--- config.mk ---
export PLATFORM = sky130hd
export DESIGN_NAME = fetch_unit
export DESIGN_NICKNAME = d
export VERILOG_FILES = /design/src/rtl/fetch_unit.sv
export SDC_FILE = /design/constraint.sdc
export NUM_CORES = 1
export LEC_CHECK = 0
export ABC_AREA = 1
export CAP_MARGIN = 20
export CORE_ASPECT_RATIO = 1.2
export CORE_MARGIN = 4
export CORE_UTILIZATION = 55
export CTS_BUF_LIST = sky130_fd_sc_hd__clkbuf_16
export DETAILED_ROUTE_END_ITERATION = 10
export GPL_TIMING_DRIVEN = 0
export PLACE_DENSITY = 0.9
export SYNTH_ARGS = -nofsm -noshare
export SYNTH_HDL_FRONTEND = slang
export SYNTH_SLANG_ARGS = --single-unit
--- constraint.sdc ---
create_clock -name clk -period 6.19 [get_ports clk]
set_input_delay 1.238 -clock clk [delete_from_list [all_inputs] [get_ports clk]]
set_output_delay 1.238 -clock clk [all_outputs]
set_load 0.1 [all_outputs]
--- src/rtl/fetch_unit.sv ---
// rtl/fetch_unit.sv - instruction prefetch unit with credit-limited prefetch FIFO
// Optional misaligned-fetch trap enabled by defining FETCH_MISALIGN_TRAP_EN.
module fetch_unit #(
   parameter int              XLEN       = 32,
   parameter logic [XLEN-1:0] RESET_PC   = '0,
   parameter int              FIFO_DEPTH = 4
) (
   input  logic            clk,
   input  logic            cpu_rstn,
   input  logic            redirect_valid,
   input  logic [XLEN-1:0] redirect_pc,
   output logic            mem_req,
   output logic [XLEN-1:0] mem_rd_addr,
   input  logic [XLEN-1:0] mem_rd_data,
   output logic            out_valid,
   input  logic            out_ready,
   output logic [XLEN-1:0] out_instr,
   output logic [XLEN-1:0] out_pc,
   output logic            out_misaligned
);
   localparam int            AW      = $clog2(FIFO_DEPTH);
   localparam int            CW      = AW + 1;
   localparam logic [CW-1:0] DEPTH_C = CW'(FIFO_DEPTH);

   typedef enum logic {RUN = 1'b0, HALT = 1'b1} state_t;
   state_t state_q, state_d;

   logic [XLEN-1:0] pc_q;
   logic            inflight_q;
   logic [XLEN-1:0] inflight_pc_q;
   logic [XLEN-1:0] fifo_instr [FIFO_DEPTH];
   logic [XLEN-1:0] fifo_pc    [FIFO_DEPTH];
   logic [AW-1:0]   wr_ptr_q, rd_ptr_q;
   logic [CW-1:0]   count_q, count_d;
   logic            credit_ok, trap, trap_cond, pop, push, rsp_push;
   logic [XLEN-1:0] push_instr, push_pc, redirect_tgt, reset_tgt;

`ifdef FETCH_MISALIGN_TRAP_EN
   logic fifo_mis [FIFO_DEPTH];

   assign redirect_tgt   = redirect_pc;
   assign reset_tgt      = RESET_PC;
   assign mem_rd_addr    = pc_q;
   assign trap_cond      = (pc_q[1:0] != 2'b00);
   assign out_misaligned = fifo_mis[rd_ptr_q];

   always_ff @(posedge clk) begin
      if (push && cpu_rstn) fifo_mis[wr_ptr_q] <= trap;
   end
`else
   logic unused_low_bits;

   assign redirect_tgt    = {redirect_pc[XLEN-1:2], 2'b00};
   assign reset_tgt       = {RESET_PC[XLEN-1:2], 2'b00};
   assign mem_rd_addr     = {pc_q[XLEN-1:2], 2'b00};
   assign trap_cond       = 1'b0;
   assign out_misaligned  = 1'b0;
   assign unused_low_bits = ^{redirect_pc[1:0], pc_q[1:0]};
`endif

   // In-flight request reserves a FIFO slot so the response always has room.
   assign credit_ok = (count_q + CW'(inflight_q)) < DEPTH_C;
   assign out_valid = (count_q != '0);
   assign out_instr = fifo_instr[rd_ptr_q];
   assign out_pc    = fifo_pc[rd_ptr_q];
   assign pop       = out_valid && out_ready;

   // A redirect discards whatever response lands in its own cycle.
   assign rsp_push   = inflight_q && !redirect_valid;
   assign push       = rsp_push || trap;
   assign push_instr = trap ? '0 : mem_rd_data;
   assign push_pc    = trap ? pc_q : inflight_pc_q;
   assign count_d    = count_q + CW'(push) - CW'(pop);

   always_ff @(posedge clk) begin
      if (!cpu_rstn) state_q <= RUN;
      else           state_q <= state_d;
   end

   always_comb begin
      state_d = state_q;
      if (redirect_valid) state_d = RUN;
      else if (trap)      state_d = HALT;
   end

   // Trap waits for an empty in-flight slot so it never collides with a response push.
   always_comb begin
      mem_req = 1'b0;
      trap    = 1'b0;
      if (cpu_rstn && state_q == RUN && !redirect_valid && credit_ok) begin
         if (trap_cond) trap    = !inflight_q;
         else           mem_req = 1'b1;
      end
   end

   always_ff @(posedge clk) begin
      if (!cpu_rstn) begin
         pc_q          <= reset_tgt;
         inflight_q    <= 1'b0;
         inflight_pc_q <= '0;
         count_q       <= '0;
         wr_ptr_q      <= '0;
         rd_ptr_q      <= '0;
      end else begin
         inflight_q    <= mem_req;
         inflight_pc_q <= mem_rd_addr;
         if (redirect_valid) begin
            pc_q     <= redirect_tgt;
            count_q  <= '0;
            wr_ptr_q <= '0;
            rd_ptr_q <= '0;
         end else begin
            if (mem_req) pc_q <= pc_q + XLEN'(4);
            if (push)    wr_ptr_q <= wr_ptr_q + AW'(1);
            if (pop)     rd_ptr_q <= rd_ptr_q + AW'(1);
            count_q <= count_d;
         end
      end
   end

   always_ff @(posedge clk) begin
      if (push && cpu_rstn) begin
         fifo_instr[wr_ptr_q] <= push_instr;
         fifo_pc[wr_ptr_q]    <= push_pc;
      end
   end
endmodule

== After elaboration in Yosys (flattened, before gate mapping) ==
Memory sizes are Yosys's and may differ from the RTL's. A register that Yosys moved wholly into a read port is not among the register bits.
Cells that the tools add are included.

* Reductions and logical operators: 9
* Add/subtract/negate cells: 6
* Bitwise gates (word level): 1
* Magnitude comparators: 1
* Mux-type cells: 9

{| class="wikitable"
|+ Operators by type and width
! kind !! count
|-
| $mux W32 || 2
|-
| $add A32 B3 Y32 const B || 1
|-
| $mux W2 || 4
|-
| $add A3 B1 Y3 || 2
|-
| $logic_and A1 B1 Y1 || 5
|-
| $add A2 B1 Y2 const B || 2
|-
| $lt A3 B3 Y1 const B || 1
|-
| $mux W1 || 3
|-
| $reduce_bool A3 Y1 || 1
|-
| $sub A3 B1 Y3 || 1
|-
| $reduce_bool A2 Y1 || 1
|-
| $reduce_or A2 Y1 || 1
|-
| $logic_not A1 Y1 || 1
|-
| $not A1 Y1 || 1
|}

* Logic and storage cells: 36
* Memory bits (writable): 256
* Input bits: 68
* Register bits: 72
* Output and inout bits: 99
* Memories: 2

{| class="wikitable"
|+ Memories
! memory !! words !! bits a word !! read ports !! clocked after Yosys merged registers in !! wr ports !! RTL line !! source
|-
| fifo_instr || 4 || 32 || 1 || 1 || 1 || 31 || <nowiki>logic [XLEN-1:0] fifo_instr [FIFO_DEPTH];</nowiki>
|-
| fifo_pc || 4 || 32 || 1 || 1 || 1 || 32 || <nowiki>logic [XLEN-1:0] fifo_pc [FIFO_DEPTH];</nowiki>
|}

== Logic depth before layout (Yosys ltp) ==
* Depth in word-level cells: 6
* Depth in mapped cells: 11
* Depth with buffers taken out: 10

== Worst setup path after synthesis ==
Ideal clock, no wire load.

* Path type: input-to-reg
* From: in cpu_rstn
* To: mem fifo_instr[0][0], enable pin
* Path buffers: 1
* Library setup time: 482 ps
* Arrival: 4294 ps
* Slack: 1414 ps
* Stages on the path: 5
* Cells stage by stage: buf_4 > inv_4 > nor2_4 > nand2_1 > nor2_1

* Longest elaborated chain between the ends: 3

{| class="wikitable"
|+ Ends and longest elaborated chain
! what !! RTL line !! source
|-
| start: declaration || 9 || <nowiki>input logic cpu_rstn,</nowiki>
|-
| $logic_and A1 B1 Y1 || 122 || <nowiki>if (push && cpu_rstn) begin</nowiki>
|-
| $mux W1 || 122 ||
|-
| $mux W1 (not written as such) || 123 || <nowiki>fifo_instr[wr_ptr_q] <= push_instr;</nowiki>
|-
| end: declaration || 31 ||
|}

Every way passes these cells.

== Worst setup path after layout ==
* From: in redirect_valid
* To: out mem_req

* Longest elaborated chain between the ends: 4

{| class="wikitable"
|+ Ends and longest elaborated chain
! what !! RTL line !! source
|-
| start: declaration || 10 || <nowiki>input logic redirect_valid,</nowiki>
|-
| $logic_not A1 Y1 || 90 || <nowiki>if (cpu_rstn && state_q == RUN && !redirect_valid && credit_ok) begin</nowiki>
|-
| $logic_and A1 B1 Y1 (2 in series) || 90 ||
|-
| $mux W1 || 90 ||
|-
| end: declaration || 12 || <nowiki>output logic mem_req,</nowiki>
|}

Every way passes these cells.

==> results.ini <==
[timing]
hold_viol = 0
setup_viol = 0
final.setup.tns_ns = 0
clock-skew-final_ns = 0.0109
fmax_mhz = 203
maxSlewHeadroom_pct = 30.3
period_needed_ns = 4.92
worst_pin_slew_ns = 1.04
rsz0062_at_grt = false
drv_slew = 0
fin_crit_sh_pct = 79.5

[layout]
mostFrequentLayoutCells = edfxtp_1 (248), nor2_1 (183), nand2_1 (176), clkdlybuf4s50_1 (158), o21ai_0 (133)
fin_area_um2 = 15800
layout_commonest_cell = edfxtp_1
area_growth_pct = 24.8
final_cells = 1683
drive_above_1_share_pct = 6.70
nNetsFinal = 1428
diodes = 0

[worst_setup_path]
path_common_cell = clkdlybuf4s50_1
arrival_ns = 3.69
r2r_cells = 9
crit_slowest_cell = clkdlybuf4s50_1
crit_start = redirect_valid
worstPathMaxFanout = 10
cp.required_ns = 4.95
crit_path_end_kind = output port
worst_setup_path_start_kind = input pin
crit_end = mem_req
worstReg2RegStart = count_q[1]
critical_path_class = in -> out
r2r_setup_slack_ns = 3.91
cpPeakStageDelay_ns = 1.14
r2r_end = count_q[2]
cp_cell_sequence = clkdlybuf4s50_1 > nor2_4 > nand3_4 > inv_2 > buf_6 > clkdlybuf4s50_1

[placed_design]
dp_hpwl_um = 20200
dp_cells = 1632
gp_congestion = 0.899
io_buffers = 158
place_area_um2 = 14900

[die]
floorplan.initialDensity_pct = 56.1
ioPinCount = 167
die_height_um = 174
rows = 60
dieArea_um2 = 25600
die_width_um = 147
core_um2 = 22600

[power_and_ir_drop]
netSwitchingPower_mw = 1.11
power.leakage_nw = 5.89
p_comb_share_pct = 9.8
power_density_nw_per_um2 = 288
switching_share_pct = 24.4
power_frac_seq_pct = 51.8
p_int_mw = 3.45
peakVddDrop_v = 0.000166
pwr-share-clk_pct = 38.3

[grt]
grt_usage_pct = 22.8
grt_pass1_wl_um = 47400
grtUsageMet1_pct = 29.2
use_met3_pct = 2.95
grt_overflow_total = 0
use_met2_pct = 39.9
antenna_found_initial = 0
grt_max_degree = 25
grt-busiest-layer = met2
grt_pass1_vias = 9324

[clocking]
clk_latency_ns = 0.54
htree_levels = 1
cts_tree = built
clkTransAtPathRegs_ns = 0.06
cts_resized = 0
cts_buffers = 28
clockBufferDepth = 3
ctsRootBufferMaster = clkbuf_16
postCtsSetupBuffers = 0
cts_hold_buffers = 0
cts_sinks = 318

[routing]
detail-route-antenna-nets = 0
routed_wl_um = 30300
wl_per_cell_um = 18.0
drt_first_pass_iters = 5
via_count = 9263
drc = 0
via_per_inst = 5.50
drt-initial-drc-count = 554

[run]
drv_cap = 0

[yosys]
yosysSeqAreaShare_pct = 69.7
async_reset_ff_share_pct = 0
synth_cell_types = 32
synth.cell_area_um2 = 12700
ys_warn_count = 0
synth_top_flop_cell = edfxtp_1
ys_seq_elements = 318
synth_edf_count = 248
synthCells = 1152
synth.avg_cell_area_um2 = 11.0

[status]
status = complete, no violations

[hold_path]
hp-class = reg -> reg

==> cell type report <==
type,count,area (um^2)
multi-input combinational,684,3250
sequential,318,8850
fill,1555,6770
buffer,61,287
clock inverter,21,181
tap,310,388
inverter,93,352
clock buffer,30,751
timing repair buffer,166,1780
==> logic make-up after synthesis <==
kind of cell	Yosys count	share of synthesized area, %
fa+ha+maj	8	0.848
buf+inv	154	5.03
other cells	1	0.0296
compound gates	233	10.0
xor+xnor	8	0.552
flops	318	69.7
simple gates	430	13.8
==> sequential cells by signal, summed over array words and instances, names as in the netlist, named ones only <==
| signal | cells |
|---|---|
| count_q | 3 |
| fifo_instr | 128 |
| fifo_pc | 120 |
| inflight_pc_q | 30 |
| inflight_q | 1 |
| pc_q | 30 |
| rd_ptr_q | 2 |
| wr_ptr_q | 2 |
==> stage by stage <==
step | hold WS [ns] | util (%) | worst slack (ns) | total power, mW
2_1_floorplan | 0.436 | - | 1.41 | 2.71
4_1_cts | 0.472 | 70.1 | 1.27 | 4.57
3_5_place_dp | 0.463 | 65.9 | 1.28 | 2.86
5_1_grt | 0.488 | 70.1 | 1.19 | 4.70
6_report | 0.474 | 70.1 | 1.27 | 4.56
3_3_place_gp | 0.446 | 64.9 | -0.772 | 2.85
==> layer usage <==
layer	share of wire, %	wire, um
met1	39	11800
met2	50	15200
met3	7.5	2260
met4	3.5	1060
met5	0	0
==> power by group through the flow <==
stage | clock network, mW | logic (mW) | registers, mW
floorplan | 0 | 0.218 | 2.49
global placement | 0 | 0.437 | 2.41
detailed placement | 0 | 0.447 | 2.41
CTS | 1.76 | 0.449 | 2.36
global route | 1.86 | 0.472 | 2.37
finish | 1.75 | 0.449 | 2.36
==> cell usage after synthesis, types with 4 or more instances <==
library cell / number / share of area, %
buf_2: 13 / 0.51
o21bai_1: 5 / 0.30
xnor2_1: 6 / 0.41
a21oi_1: 27 / 1.1
o22ai_1: 62 / 3.1
nor2_2: 4 / 0.20
clkbuf_1: 39 / 1.2
inv_1: 91 / 2.7
nand2_1: 176 / 5.2
edfxtp_1: 248 / 59
ha_1: 7 / 0.69
buf_4: 7 / 0.41
dfxtp_1: 70 / 11
nor2_1: 187 / 5.5
o21ai_0: 133 / 5.2
nand3_1: 52 / 2.1
==> worst min path at each step <==
stage	cells past startpoint	from	endpoint
floorplan	2	rd_ptr_q[1]	flip-flop
detailed placement	0	inflight_pc_q[18]	fifo_pc[3][16]
finish	0	inflight_pc_q[18]	fifo_pc[3][16]
global route	0	inflight_pc_q[24]	fifo_pc[3][22]
CTS	0	inflight_pc_q[18]	fifo_pc[3][16]
global placement	0	inflight_pc_q[10]	fifo_pc[0][8]
==> worst max-delay path, delay by kind of cell <==
| family | cells | cell delay, ns |
|---|---|---|
| buffers and inverters | 4 | 1.99 |
| and+or+nand+nor | 2 | 0.44 |
(Power assumes the default switching activity.)
